**src/rtl/ahb_arbiter_if.sv**
```systemverilog
// Bus bundle between the AHB masters and the arbiter in front of the AHB-to-APB bridge.
// The slave modport is the arbiter side; the master modport is the requester/bridge side.
interface ahb_arbiter_if #(
    parameter int NUM_MASTERS = 4,
    parameter int MW          = $clog2(NUM_MASTERS)
);
    logic [NUM_MASTERS-1:0]    hbusreq;
    logic [2*NUM_MASTERS-1:0]  m_htrans;
    logic [32*NUM_MASTERS-1:0] m_haddr;
    logic [NUM_MASTERS-1:0]    m_hwrite;
    logic [32*NUM_MASTERS-1:0] m_hwdata;
    logic                      hreadyout;
    logic [1:0]                hresp;

    logic [NUM_MASTERS-1:0]    hgrant;
    logic [MW-1:0]             hmaster;
    logic [1:0]                htrans;
    logic [31:0]               haddr;
    logic                      hwrite;
    logic [31:0]               hwdata;
    logic                      hreadyin;
    logic                      hready_m;
    logic [1:0]                hresp_m;

    modport slave (
        input  hbusreq, m_htrans, m_haddr, m_hwrite, m_hwdata, hreadyout, hresp,
        output hgrant, hmaster, htrans, haddr, hwrite, hwdata, hreadyin, hready_m, hresp_m
    );

    modport master (
        output hbusreq, m_htrans, m_haddr, m_hwrite, m_hwdata, hreadyout, hresp,
        input  hgrant, hmaster, htrans, haddr, hwrite, hwdata, hreadyin, hready_m, hresp_m
    );
endinterface

```
**src/rtl/ahb_arbiter.sv**
```systemverilog
// Round-robin AHB arbiter with bounded tenure; muxes the owner's address phase and the
// data-phase owner's write data onto the single bridge slave port.
module ahb_arbiter #(
    parameter int NUM_MASTERS = 4,
    parameter int MAX_TENURE  = 4,
    parameter int MW          = $clog2(NUM_MASTERS)
) (
    input  logic         hclk,
    input  logic         hresetn,
    ahb_arbiter_if.slave bus
);
    typedef enum logic [1:0] {
        PARK     = 2'd0,
        OWN      = 2'd1,
        HANDOVER = 2'd2
    } state_e;

    localparam logic [1:0] HTRANS_IDLE = 2'b00;
    localparam logic [7:0] TENURE_MAX  = 8'(MAX_TENURE);

    state_e          state_q, state_d;
    logic [MW-1:0]   owner_q, owner_d;
    logic [MW-1:0]   last_q, last_d;
    logic [7:0]      tenure_q, tenure_d;
    logic            data_valid_q, data_valid_d;
    logic [MW-1:0]   data_owner_q, data_owner_d;
    logic [31:0]     haddr_q, haddr_d;
    logic            hwrite_q, hwrite_d;

    logic [NUM_MASTERS-1:0] owner_oh;
    logic [1:0]             own_htrans;
    logic [31:0]            own_haddr;
    logic                   own_hwrite;
    logic                   own_active;
    logic                   any_req;
    logic                   other_req;
    logic                   found;
    logic [MW-1:0]          winner;

    assign owner_oh   = NUM_MASTERS'(1) << owner_q;
    assign own_htrans = bus.m_htrans[{owner_q, 1'b0} +: 2];
    assign own_haddr  = bus.m_haddr[{owner_q, 5'd0} +: 32];
    assign own_hwrite = bus.m_hwrite[owner_q];
    assign own_active = own_htrans[1];
    assign any_req    = |bus.hbusreq;
    assign other_req  = |(bus.hbusreq & ~owner_oh);

    // First requester at or after last_owner+1, wrapping; the last owner is checked last.
    always_comb begin
        winner = last_q;
        found  = 1'b0;
        for (int i = 1; i <= NUM_MASTERS; i++) begin
            if (!found && bus.hbusreq[(int'(last_q) + i) % NUM_MASTERS]) begin
                winner = MW'((int'(last_q) + i) % NUM_MASTERS);
                found  = 1'b1;
            end
        end
    end

    // NOTE: every next-state signal takes its hold value first, so no path can infer a latch.
    always_comb begin
        state_d      = state_q;
        owner_d      = owner_q;
        last_d       = last_q;
        tenure_d     = tenure_q;
        data_valid_d = data_valid_q;
        data_owner_d = data_owner_q;
        haddr_d      = haddr_q;
        hwrite_d     = hwrite_q;

        unique case (state_q)
            PARK: begin
                if (any_req) begin
                    state_d  = OWN;
                    owner_d  = winner;
                    last_d   = winner;
                    tenure_d = '0;
                end
            end
            OWN: begin
                haddr_d  = own_haddr;
                hwrite_d = own_hwrite;
                if (bus.hreadyout) begin
                    if (own_active && tenure_q < TENURE_MAX) tenure_d = tenure_q + 8'd1;
                    // tenure_d includes this cycle's phase, so the limit lands on the last accepted one.
                    if ((own_htrans == HTRANS_IDLE && !bus.hbusreq[owner_q]) ||
                        (tenure_d >= TENURE_MAX && other_req)) begin
                        state_d = HANDOVER;
                    end
                end
            end
            HANDOVER: begin
                if (bus.hreadyout) begin
                    if (any_req) begin
                        state_d  = OWN;
                        owner_d  = winner;
                        last_d   = winner;
                        tenure_d = '0;
                    end else begin
                        state_d = PARK;
                    end
                end
            end
            default: state_d = PARK;
        endcase

        if (bus.hreadyout) begin
            data_valid_d = (state_q == OWN) && own_active;
            data_owner_d = owner_q;
        end
    end

    // NOTE: state registers use non-blocking assignments so all flops update from pre-edge values.
    always_ff @(posedge hclk) begin
        if (!hresetn) begin
            state_q      <= PARK;
            owner_q      <= '0;
            last_q       <= MW'(NUM_MASTERS - 1);
            tenure_q     <= '0;
            data_valid_q <= 1'b0;
            data_owner_q <= '0;
            haddr_q      <= '0;
            hwrite_q     <= 1'b0;
        end else begin
            state_q      <= state_d;
            owner_q      <= owner_d;
            last_q       <= last_d;
            tenure_q     <= tenure_d;
            data_valid_q <= data_valid_d;
            data_owner_q <= data_owner_d;
            haddr_q      <= haddr_d;
            hwrite_q     <= hwrite_d;
        end
    end

    always_comb begin
        bus.hgrant = '0;
        bus.htrans = HTRANS_IDLE;
        bus.haddr  = '0;
        bus.hwrite = 1'b0;
        case (state_q)
            OWN: begin
                bus.hgrant = owner_oh;
                bus.htrans = own_htrans;
                bus.haddr  = own_haddr;
                bus.hwrite = own_hwrite;
            end
            HANDOVER: begin
                bus.haddr  = haddr_q;
                bus.hwrite = hwrite_q;
            end
            default: ;
        endcase
    end

    assign bus.hmaster  = owner_q;
    assign bus.hwdata   = data_valid_q ? bus.m_hwdata[{data_owner_q, 5'd0} +: 32] : '0;
    assign bus.hreadyin = bus.hreadyout;
    assign bus.hready_m = bus.hreadyout;
    assign bus.hresp_m  = bus.hresp;
endmodule

```
**src/flat_wrapper.sv**
```systemverilog
// flat-port wrapper written by rule: the top's interface ports become plain ports
module ahb_arbiter_flat 
#(
    parameter int NUM_MASTERS = 4,
    parameter int MAX_TENURE  = 4,
    parameter int MW          = $clog2(NUM_MASTERS)
)
  (hclk, hresetn, bus_hbusreq, bus_m_htrans, bus_m_haddr, bus_m_hwrite, bus_m_hwdata, bus_hreadyout, bus_hresp, bus_hgrant, bus_hmaster, bus_htrans, bus_haddr, bus_hwrite, bus_hwdata, bus_hreadyin, bus_hready_m, bus_hresp_m);
  ahb_arbiter_if #(.NUM_MASTERS(NUM_MASTERS), .MW(MW)) bus_i ();
  input  logic hclk;
  input  logic hresetn;
  input wire logic [$bits(bus_i.hbusreq)-1:0] bus_hbusreq;
  input wire logic [$bits(bus_i.m_htrans)-1:0] bus_m_htrans;
  input wire logic [$bits(bus_i.m_haddr)-1:0] bus_m_haddr;
  input wire logic [$bits(bus_i.m_hwrite)-1:0] bus_m_hwrite;
  input wire logic [$bits(bus_i.m_hwdata)-1:0] bus_m_hwdata;
  input wire logic [$bits(bus_i.hreadyout)-1:0] bus_hreadyout;
  input wire logic [$bits(bus_i.hresp)-1:0] bus_hresp;
  output wire logic [$bits(bus_i.hgrant)-1:0] bus_hgrant;
  output wire logic [$bits(bus_i.hmaster)-1:0] bus_hmaster;
  output wire logic [$bits(bus_i.htrans)-1:0] bus_htrans;
  output wire logic [$bits(bus_i.haddr)-1:0] bus_haddr;
  output wire logic [$bits(bus_i.hwrite)-1:0] bus_hwrite;
  output wire logic [$bits(bus_i.hwdata)-1:0] bus_hwdata;
  output wire logic [$bits(bus_i.hreadyin)-1:0] bus_hreadyin;
  output wire logic [$bits(bus_i.hready_m)-1:0] bus_hready_m;
  output wire logic [$bits(bus_i.hresp_m)-1:0] bus_hresp_m;
  assign bus_i.hbusreq = bus_hbusreq;
  assign bus_i.m_htrans = bus_m_htrans;
  assign bus_i.m_haddr = bus_m_haddr;
  assign bus_i.m_hwrite = bus_m_hwrite;
  assign bus_i.m_hwdata = bus_m_hwdata;
  assign bus_i.hreadyout = bus_hreadyout;
  assign bus_i.hresp = bus_hresp;
  assign bus_hgrant = bus_i.hgrant;
  assign bus_hmaster = bus_i.hmaster;
  assign bus_htrans = bus_i.htrans;
  assign bus_haddr = bus_i.haddr;
  assign bus_hwrite = bus_i.hwrite;
  assign bus_hwdata = bus_i.hwdata;
  assign bus_hreadyin = bus_i.hreadyin;
  assign bus_hready_m = bus_i.hready_m;
  assign bus_hresp_m = bus_i.hresp_m;
  ahb_arbiter #(.NUM_MASTERS(NUM_MASTERS), .MAX_TENURE(MAX_TENURE), .MW(MW)) u_core (.hclk(hclk), .hresetn(hresetn), .bus(bus_i));
endmodule
```
**config.mk**
```make
export PLATFORM = sky130hd
export DESIGN_NAME = ahb_arbiter_flat
export DESIGN_NICKNAME = d
export VERILOG_FILES = /design/src/rtl/ahb_arbiter_if.sv /design/src/rtl/ahb_arbiter.sv /design/src/flat_wrapper.sv
export SDC_FILE = /design/constraint.sdc
export NUM_CORES = 1
export LEC_CHECK = 0
export CORE_AREA = 2 2 139 141
export CTS_CLUSTER_SIZE = 28
export DETAILED_ROUTE_END_ITERATION = 8
export DIE_AREA = 0 0 141 143
export GPL_TIMING_DRIVEN = 0
export HOLD_SLACK_MARGIN = 0.05
export PLACE_DENSITY = 0.65
export RECOVER_POWER = 100
export SYNTH_ARGS = -nofsm -noshare
export SYNTH_HDL_FRONTEND = slang
export SYNTH_SLANG_ARGS = --single-unit
```
**constraint.sdc**
```tcl
create_clock -name hclk -period 3.5 [get_ports hclk]
set_input_delay 0.7 -clock hclk [delete_from_list [all_inputs] [get_ports hclk]]
set_output_delay 0.7 -clock hclk [all_outputs]
set_load 0.1 [all_outputs]
```
# Word-level counts from Yosys, hierarchy flattened
# Cells that the tools add are included.
# classes
eq_ne	6
mux	47
add_sub_neg	5
n_lt_le_gt_ge	7
reduce_logical	25
n_shift	4
n_bitwise	6
# op_table
cell	n
$shiftx 128x8->32	2
$pmux 32 s2	1
$mux 8	6
$mux 32	1
$mux 2	13
$pmux 8 s3	1
$lt 3x4->1 const B	4
$mux 1	14
$bmux 1 s2	6
$add 8x1->8 const B	1
$ge 8x3->1 const B	1
$lt 8x3->1 const B	1
$pmux 2 s2	2
$reduce_or 2->1	4
$reduce_or 4->1	2
$shiftx 8x4->2	1
$logic_and 1x1->1	7
$pmux 2 s3	1
$add 2x1->2 const B	2
$add 2x2->2 const B	2
$and 1x1->1 const A	4
$and 4x4->4	1
$logic_not 1->1	4
$logic_not 2->1	2
other kinds (15)	17
# totals
register_bits	50
inputBits	277
elab_cells	108

# Longest topological paths before layout
# depth
depth_word	19
mapped_depth	8

# Worst setup path after synthesis
# No wires, ideal clock.
# synth_timing
path_type	register to output
from	register u_core.owner_q[1] (netlist: u_core.bus.hmaster[1])
to	output bus_haddr[24]
path_buffers	3
slack_ns	-1.312
stages_incl_launch_ff	7
required_time_ns	2.800
t_arrival_ns	4.112
path_cell_list	dfxtp_1 -> buf_2 -> buf_2 -> buf_2 -> mux4_2 -> nand2_1 -> a21boi_0
# synth_between
elab_chain_len	2
# synth_lines
item	line	rtl
start: declaration	ahb_arbiter.sv:22	logic [MW-1:0] owner_q, owner_d;
start signal: assignment	ahb_arbiter.sv:126	owner_q <= owner_d;
$shiftx 128x8->32	ahb_arbiter.sv:42	assign own_haddr = bus.m_haddr[{owner_q, 5'd0} +: 32];
$pmux 32 s2	ahb_arbiter.sv:141	case (state_q)
end: declaration	flat_wrapper.sv:22	output wire logic [$bits(bus_i.haddr)-1:0] bus_haddr;
# Every way passes these cells.

# Worst setup path after layout
# layout_timing
from	input bus_m_hwdata[0]
to	output bus_hwdata[0]
# layout_between
elab_chain_len	2
# layout_lines
item	line	rtl
start: declaration	flat_wrapper.sv:16	input wire logic [$bits(bus_i.m_hwdata)-1:0] bus_m_hwdata;
$shiftx 128x8->32	ahb_arbiter.sv:157	assign bus.hwdata = data_valid_q ? bus.m_hwdata[{data_owner_q, 5'd0} +: 32] : '0;
$mux 32	ahb_arbiter.sv:157	
end: declaration	flat_wrapper.sv:24	output wire logic [$bits(bus_i.hwdata)-1:0] bus_hwdata;
# Every way passes these cells.

==> results.md <==
Setup path:
- The type of element launching the critical path is an input pin.
- The library cell appearing most often on the critical path is clkdlybuf4s50_1.
- In this design, the stage delay of the slowest critical-path cell is 0.98 ns.
- The type of destination of the critical path is a primary output.
- Along the worst path, the maximum fanout reaches 1.
- At the worst endpoint, the arrival time is 2.74 ns.
- The cell with the biggest individual delay on the critical path is clkdlybuf4s50_1.
- The cell count of the worst reg-to-reg path is 8.
- The worst path required time is 2.80 ns.
- The critical path goes through clkdlybuf4s50_1 -> mux4_2 -> and2_1 -> clkdlybuf4s50_1.
- The critical path in this run is classified as in2out.

Synth:
- The average instance in the mapped netlist occupies 9.68 sq um.
- The count of flip-flops with a built-in enable after synthesis is 0.
- The number of nets in the synthesized netlist is 749.
- After synthesis, the most frequently instantiated cells are 76 x nand2_1, 68 x mux4_2, 50 x dfxtp_1.
- The most common flop cell mapped by yosys is dfxtp_1.
- The post-synthesis cell area is 4520 sq um.
- The sequential share of the synthesized area is 0.221.
- The cell with the most instances after synthesis is nand2_1.
- The post-synthesis instance total is 467.
- The share of the synthesized area in the top cell type is 0.339.
- The post-synthesis register bit count is 50.
- The cell type with the highest aggregate area in the netlist is mux4_2.
- Yosys printed 0 warnings.
- After synthesis, the share of flip-flops with an asynchronous set or reset is 0.
- Ranked by total cell area, the synthesized netlist is headed by mux4_2 34%, dfxtp_1 22%, nand2_1 6.3%.
- The number of library cell types mapped by synthesis is 44.

Global route:
- The global routing met1 resource utilization is 0.214.
- For met2 alone, demand over resource in global routing was 0.385.
- The remaining global-route overflow is 0.
- The first global-routing pass estimated 30.2 mm of wire.
- The number of global-route vias before repair is 5,215.
- In the global route stage, met3 resource usage came out at 0.0526.
- The total routing resource utilization after global routing is 0.197.
- Entering global routing, the biggest net connects 15 pins.
- The number of antenna violations at the first check in global routing came to 3.
- The most used routing layer is met2.

Floorplanning:
- The floorplan step defined a die boundary enclosing 20,200 sq um.
- The die outline height is 143 um.
- The floorplan has 50 rows.
- The die is 141 um wide.
- The effective utilization at floorplan is 0.243.
- The core area is 18,600 sq um.
- Pin placement for this block handled 354 I/O pins.

STA:
- In this run the tightest slew margin relative to its limit is 0.182.
- Clock skew on the completed layout was measured at 0.00787 ns.
- The number of hold-slack violations in the final timing report is 0.
- For the finished layout, the period the worst path requires is 3.44 ns.
- Of the available clock period, the critical path in the final layout requires 0.982.
- The number of slew-limit violations in the final report is 0.
- Setup violations remaining at the end of the flow were counted as 0.
- On the final layout, the worst hold slack is 0.462 ns.
- Static timing analysis puts the maximum clock frequency at 0.291 GHz.
- The transition time of the tightest slew-check pin is 1.23 ns.
- Setup repair after global routing left no endpoint under its margin.

Hold path:
- Along the worst hold path, the cell count comes to 1.
- The worst hold path belongs to the class reg2reg.

Clock network:
- The register clock-pin slew on the reported worst setup and hold paths is 0.06 ns.
- The clock buffer count from CTS is 5.
- The number of sinks driven by the clock tree is 50.
- Buffers inserted to repair hold after CTS numbered 0.
- The CTS tree is built.
- The clock root buffer is clkbuf_16.
- Post-CTS timing repair inserted 0 buffers for setup.
- The clock tree synthesis step divided the H-tree into 2 levels.
- The number of buffers on the longest clock path is 2.
- The clock latency on the worst-skew pair is 0.29 ns.

Route:
- For this block, the routed nets add up to 20.9 mm of wire.
- The antenna violation net count after detailed routing is 0.
- The iteration-0 DRC count of the detailed router is 183.
- The number of vias per cell is 4.79.
- The first TritonRoute pass finished after 4 iterations.
- The overall via count from detail_route is 5,078.
- The post-detailed-route DRC marker count is 0.
- After detailed routing, the average wire length per cell comes to 19.7 um.

Place:
- Input and output buffers added on the ports amount to 349.
- The wire-length estimate of the detail-placed layout is 17.4 mm.
- The routability congestion estimate is 0.859.

Cells and area:
- Measured on the finished design, the core utilization comes to 0.456.
- The fraction of layout instances using a drive strength above 1 is 0.191.
- The number of nets in the final layout is 1,105.
- Compared with the post-synthesis result, the final layout area differs by 87.6%.

Power:
- Summed over all cells, the static leakage comes to 2.90 nW.
- The maximum vdd ir drop is 0.000286 V.
- The post-route total power is 5.08 mW.
- Power spread over the standard cell area amounts to 598 nW/um^2.

Run:
- The count of maximum capacitance violations is 0.

Run status:
- The run finished with clean final reports.
-- worst max-delay path, delay by kind of cell --
family	cells	cell delay, ns
buffers and inverters	2	1.39
and+or+nand+nor	1	0.20
muxes	1	0.44
-- area by class of cell --
type	count	area [sq um]
diodes	3	7.51
plain buffers	51	230
clock buffers	7	133
clock inverters	1	30.0
fillers	1849	10100
inverters	6	22.5
multi-input cells	360	3410
flip-flops and latches	50	1000
well taps	234	293
repair buffers	349	3350
-- power by group --
group	switching (mW)	internal [mW]	total, mW
sequential	0.0837	0.723	0.807
clock	0.224	0.339	0.563
combinational	2.26	1.44	3.71
total	2.57	2.51	5.08
-- metal layers --
layer / wire, um / vias to the layer above
li1: - / 2424
met5: 0 / -
met2: 11200 / 207
met1: 7820 / 2431
met4: 274 / 0
met3: 1570 / 16
-- per-stage QoR --
step	instance area, sq um	instances	worst slack [ns]	setup TNS [ns]
6_report	8480	1061	0.0613	0
5_1_grt	8480	1059	0.00519	0
4_1_cts	8770	1058	0.00000133	0
3_5_place_dp	8600	1050	-0.501	-10.58
3_3_place_gp	8600	1050	-0.503	-11.44
2_1_floorplan	4820	467	-0.559	-0.782
-- layout by cell type, fill, tap and decap left out, drive strengths merged, types with 7 or more instances in the layout --
| master | Yosys | final |
|---|---|---|
| nor2 | 10 | 10 |
| nand2 | 76 | 76 |
| and2 | 40 | 40 |
| clkdlybuf4s50 | 0 | 273 |
| dlygate4sd3 | 0 | 7 |
| mux4 | 68 | 68 |
| a21boi | 36 | 36 |
| a21oi | 36 | 36 |
| buf | 20 | 15 |
| clkbuf | 31 | 72 |
| nand2b | 36 | 36 |
| clkdlybuf4s15 | 0 | 32 |
| dfxtp | 50 | 50 |
-- logic make-up (layout without fill, tap and decap cells) --
logic type | Yosys count | after routing | synth area share
mux | 75 | 75 | 0.355
xor+xnor | 2 | 2 | 0.00388
other cells | 0 | 3 | 0
buf+inv | 57 | 414 | 0.0562
flops | 50 | 50 | 0.221
compound gates | 93 | 93 | 0.135
fa+ha+maj | 5 | 5 | 0.0138
simple gates | 185 | 185 | 0.215
-- path summary, 6_finish.rpt --
path / startpoint / to / slack (ns)
setup reg to reg: u_core.state_q[0] / u_core.last_q[0] / 1.42
setup / recovery: bus_m_hwdata[0] / bus_hwdata[0] / 0.06
hold / removal: u_core.tenure_q[3] / u_core.tenure_q[3] / 0.46
hold reg to reg: u_core.tenure_q[3] / u_core.tenure_q[3] / 0.46
-- sequential cells by signal, indices dropped and copies added (netlist names) --
| register | cells |
|---|---|
| u_core.last_q | 2 |
| u_core.haddr_q | 32 |
| u_core.data_valid_q | 1 |
| u_core.bus.hmaster | 2 |
| u_core.hwrite_q | 1 |
| u_core.data_owner_q | 2 |
| u_core.tenure_q | 8 |
| u_core.state_q | 2 |
-- what timing repair did --
action | 4_1_cts | 5_1_grt
hold endpoints to repair | 0 | 0
gates resized for setup | 151 | 17
endpoints found under the setup margin | 69 | 29
Note: power is estimated with default switching activity, not from simulation.
==> patch 1: new RTL, config.mk and constraints unchanged <==
`NUM_MASTERS` is set to 4 in 3 places; all go to 2.
--- a/src/rtl/ahb_arbiter_if.sv
+++ b/src/rtl/ahb_arbiter_if.sv
@@ -3,3 +3,3 @@
 interface ahb_arbiter_if #(
-    parameter int NUM_MASTERS = 4,
+    parameter int NUM_MASTERS = 2,
     parameter int MW          = $clog2(NUM_MASTERS)
--- a/src/rtl/ahb_arbiter.sv
+++ b/src/rtl/ahb_arbiter.sv
@@ -3,3 +3,3 @@
 module ahb_arbiter #(
-    parameter int NUM_MASTERS = 4,
+    parameter int NUM_MASTERS = 2,
     parameter int MAX_TENURE  = 4,
--- a/src/flat_wrapper.sv
+++ b/src/flat_wrapper.sv
@@ -3,3 +3,3 @@
 #(
-    parameter int NUM_MASTERS = 4,
+    parameter int NUM_MASTERS = 2,
     parameter int MAX_TENURE  = 4,
Interface: changed (7 resized); port bits go from 354 to 215. The function was not compared with the original's and may differ.
==> patch 1 against the original RTL <==
Critical endpoint is now bus_hreadyin; synthesized area shrank 26%; largest power group unchanged; power shrank 42%; register-to-register slack lost 0.17 ns; sequential cell count shrank 3; design area shrank 33%; worst setup slack gained 0.029 ns; routed wire length shrank 38%; global-route usage shrank 7.3 points.
==> patch 1: results (changes against the original RTL) <==
| Metric | Value |
|---|---|
| Max incr delay on CP | 1.12 ns (+0.14 ns) |
| Clk_lat worst skew | 0.29 ns (about the same) |
| Reg2Reg Capture Point | u_core.tenure_q[1]$_SDFFE_PN0P_ |
| Final setup vio count | 0 (unchanged) |
| HP Class | reg -> reg |
| Hold Path Sink | u_core.tenure_q[2]$_SDFFE_PN0P_ |
| Worst R2R Setup Slack | 1.25 ns (-0.17 ns) |
| Primary FF master, synth | dfxtp_1 |
| Post-CTS sizing | 89 (-41%) |
| Hold slack | 0.463 ns (+0.00105 ns) |
| Yosys cell types | 32 (-27%) |
| Total GRT Usage | 0.124 (-0.0727) |
| Area after DPL | 5880 sq um (-32%) |
| Reg-to-Reg Start | u_core.state_q[0]$_SDFFE_PN0P_ |
| Root Buffer | clkbuf_16 |
| R2R cell count | 7 (-1) |
| First-pass GRT wire length | 19500 microns (-36%) |
| H-tree levels | 2 (unchanged) |
| Hold depth | 2 (+1) |
| Post-synth EDFFs | 0 (unchanged) |
| Synthesized Nets | 555 (-26%) |
| Hold wc startpoint | u_core.tenure_q[2]$_SDFFE_PN0P_ |
| Number of DRC markers in iteration 0 | 77 (-58%) |
| Non-Filler Instances | 863 (-19%) |
| Top Registers | u_core.haddr_q (32), u_core.tenure_q (8), u_core.state_q (2) |
| Synth warn | 0 (unchanged) |
| Asr flop ratio synth | 0 (unchanged) |
| Slew headroom | 0.169 (-0.0133) |
| Post-synth top cells | 107 x nand2_1, 67 x a21boi_0, 47 x dfxtp_1 |
| Clock Skews | 0.00357 ns (-0.00430 ns) |
| Max Buffers Root-to-Sink | 2 (unchanged) |
| Sequential fraction of the synthesis area | 0.282 (+0.0606) |
| Largest net degree at the start of global routing | 17 (+2) |
| Placer's final routability congestion estimate | 0.704 (-18%) |
| HPWL Detailed | 10100 microns (-42%) |
| Total number of vias | 3592 (-29%) |
| Vias in the first global route | 3545 (-32%) |
| Antenna violations before repair | 0 (-3) |
| Detailed-route wire length | 12900 microns (-38%) |
| Post CTS Setup Buffer Count | 0 (unchanged) |
| DP Worst Slack | -0.299 ns (+0.202 ns) |
| Max FO, Critical Path | 6 (+5) |
| Peak supply drop | 0.000174 V (-39%) |
| TritonRoute pass-1 iters | 4 (unchanged) |
| Post-synthesis instance total | 409 (-12%) |
| Outcome | completed |
| Number of port buffers | 212 (-39%) |
| CTS Buf Count | 5 (unchanged) |
| Ratio of cells with drive above 1 in the final layout | 0.156 (-0.0347) |
| Net count, final | 774 (-30%) |
| Largest cells by area after synthesis | dfxtp_1 28%, a21boi_0 15%, nand2_1 12%, mux2_2 12%, mux2i_1 11% |
| Largest delay share family, worst path | buffers and inverters |
| CP max-delay cell | clkdlybuf4s50_1 |
| Antenna fix cells | 0 (-3) |
| Leakage | 0.00196 uW (-32%) |
| CTS clock-pin slew for the worst setup and hold paths | approximately 0.07 ns |
## patch 1: cell count changes after synthesis, sizes merged, moves of 14 or more
cell	before	now
a21boi	36	67
a21oi	36	3
and2	40	6
clkbuf	31	17
mux2	1	35
mux2i	6	38
mux4	68	0
nand2	76	107
nand2b	36	1
nor2b	3	35
## patch 1: layout make-up
type | count | area (sq um)
multi-input cells | 322 | 2220
clock inverters | 3 | 22.5
plain buffers | 33 | 165
flip-flops and latches | 47 | 941
repair buffers | 212 | 1930
well taps | 234 | 293
inverters | 7 | 26.3
fillers | 2029 | 12900
clock buffers | 5 | 125
## patch 1: worst max path at each step
stage	slack, ns	startpoint	end	cells after the start
finish	0.09	bus_hreadyout	bus_hreadyin	3
global route	0.001	u_core.data_owner_q$_SDFFE_PN0P_	bus_hwdata[16]	5
CTS	0.001	u_core.data_owner_q$_SDFFE_PN0P_	bus_hwdata[23]	5
detailed placement	-0.30	u_core.state_q[0]$_SDFFE_PN0P_	bus_haddr[7]	6
global placement	-0.30	u_core.state_q[0]$_SDFFE_PN0P_	bus_haddr[7]	6
floorplan	0.09	u_core.bus.hmaster$_SDFFE_PN0P_	bus_htrans[1]	2
## patch 1: cell families (layout without fill, tap and decap cells)
family,Yosys count,count (layout),synth area share
simple gates,159,159,0.215
buf+inv,40,260,0.0563
compound gates,85,85,0.196
flops,47,47,0.282
fa+ha+maj,5,5,0.0188
mux,73,73,0.232
## patch 1: per-layer routing
metal,wire (microns),part of all wire,GRT usage
met1,5660,0.44,0.148
met3,1070,0.083,0.0386
met2,6010,0.47,0.222
met5,0,0,0
met4,119,0.0093,0.0258
## patch 1: power breakdown
| part | switching (uW) | total [uW] | internal [uW] |
|---|---|---|---|
| logic | 1180 | 1750 | 573 |
| clock network | 227 | 496 | 269 |
| registers | 67.2 | 710 | 643 |
==> patch 2: new RTL, same flow settings <==
Without the edit above. `haddr_q` no longer has a reset.
--- a/src/rtl/ahb_arbiter.sv
+++ b/src/rtl/ahb_arbiter.sv
@@ -121,3 +121,2 @@
             data_owner_q <= '0;
-            haddr_q      <= '0;
             hwrite_q     <= 1'b0;
@@ -130,5 +129,8 @@
             data_owner_q <= data_owner_d;
-            haddr_q      <= haddr_d;
             hwrite_q     <= hwrite_d;
         end
+    end
+
+    always_ff @(posedge hclk) begin
+        haddr_q <= haddr_d;
     end
Formal check against the unedited RTL: no difference found for any inputs over 4 cycles, from zero or initial values and one cycle with hresetn low; that may be too few to reach the edited logic, so the function may still have changed.
==> patch 2 against the original RTL <==
Power up 7.5%; synthesized area down 2.5%; sequential power up 21%; worst hold slack better by 0.014 ns; design area down 0.28%; register-to-register slack worse by 0.12 ns; sequential cell count unchanged; routed wire length down 6.0%; die area unchanged; worst setup slack better by 0.016 ns; final cell count down 9.6%; largest cell class unchanged.
==> patch 2: results (changes against the original RTL) <==
| Metric | Value |
|---|---|
| Global-route met1 utilization | 0.221 (+0.00727) |
| Routed WL per cell | 20.4 microns (+4.0%) |
| Post-Synth Adder-Cell Area | 0.0142 (+0.000362) |
| Primary FF master, synth | edfxtp_1 |
| Worst R2R Setup Slack | 1.30 ns (-0.12 ns) |
| Leakage | 0.00300 uW (+3.5%) |
| Post-synth EDFFs | 32 (+32) |
| First-pass GRT wire length | 29100 microns (-3.7%) |
| WL met2 | 10100 microns (-9.6%) |
| Synthesized Nets | 646 (-14%) |
| Sequential fraction of the synthesis area | 0.300 (+0.0785) |
| Total GRT Usage | 0.188 (-0.00945) |
| Net count, final | 1003 (-9.2%) |
| Crit path DAT | 2.72 ns (-0.02 ns) |
| Largest cells by area after synthesis | mux4_2 35%, edfxtp_1 22%, dfxtp_1 8.2%, and2_1 5.7%, a22oi_1 5.5% |
| Ratio of cells with drive above 1 in the final layout | 0.247 (+0.0560) |
| CTS clock-pin slew for the worst setup and hold paths | 0.08 ns (+0.02 ns) |
| Peak supply drop | 0.000399 V (+39%) |
| Hold wc startpoint | u_core.tenure_q[4]$_SDFFE_PN0P_ |
| Placer's final routability congestion estimate | 0.872 (+1.5%) |
| Metal3 WL | 1440 microns (-8.2%) |
| Post-synthesis instance total | 364 (-22%) |
| Detailed-route wire length | 19600 microns (-6.0%) |
| Hold Path Sink | u_core.tenure_q[4]$_SDFFE_PN0P_ |
| Mux contribution to synthesized area | 0.364 (+0.00926) |
| M1 WL | 7630 microns (-2.5%) |
| HPWL Detailed | 16300 microns (-6.1%) |
| TritonRoute pass-1 iters | 5 (+1) |
| CP Launch Point | bus_m_hwdata[96] |
| Largest net degree at the start of global routing | 19 (+4) |
| Comb power frac | 0.718 (-0.012) |
| Total Power | 5460 uW (+7.5%) |
| Placed cell count | 947 (-9.8%) |
| Outcome | completed |
| Met3 usage | 0.0490 (-0.00369) |
| Clock power share | 0.104 (-0.007) |
| Filler cell count | 1714 (-7.3%) |
| HP Class | reg -> reg |
| Synth Area in Compound Gates | 0.101 (-0.0340) |
[patch 2: changes by cell type after synthesis, moves of 7 or more]
cell / change
a21boi_0: -32
edfxtp_1: +32
nor2b_1: +32
clkbuf_1: -7
nand2_1: -64
a21oi_1: -32
dfxtp_1: -32
a22oi_1: +32
nand2b_1: -32
[patch 2: cell families after synthesis]
| group | after synthesis |
|---|---|
| flops | 50 |
| mux | 75 |
| buf+inv | 50 |
| fa+ha+maj | 5 |
| simple gates | 121 |
| xor+xnor | 2 |
| compound gates | 61 |
[patch 2: cell type report]
type / count / share of cell area
timing repair buffer: 350 / 0.409
multi-input combinational: 264 / 0.351
sequential: 50 / 0.156
tap: 234 / 0.0346
buffer: 44 / 0.0251
clock buffer: 6 / 0.0178
inverter: 6 / 0.00266
clock inverter: 2 / 0.00222
antenna: 3 / 0.000888
[patch 2: stage by stage]
step	setup TNS, ns	setup slack, ns	hold WS [ns]	utilization	instance area [sq um]
after floorplan	-0.402	-0.353	0.431	-	4500
after global placement	-44.84	-1.27	0.444	0.446	8290
after detailed placement	-27.82	-0.833	0.451	0.446	8290
after CTS	0	0.0617	0.474	0.457	8490
after global routing	-0.181	-0.0335	0.492	0.455	8450
final	0	0.0773	0.476	0.455	8460
[patch 2: worst register-to-register path: stages, from the launching register on]
cell and delay [ns]:
dfxtp_1 0.48, inv_1 0.11, ha_1 0.20, buf_2 0.18
mux2i_1 0.14, nor2_1 0.38, nor4b_1 0.37, xnor2_1 0.16
nand2_1 0.07
[patch 2: timing repair]
action / CTS / global route
setup buffers: 1 / 0
pin swaps: 1 / 0
resized for setup: 154 / 18
hold buffers: 0 / 0
endpoints found under the setup margin: 68 / 22
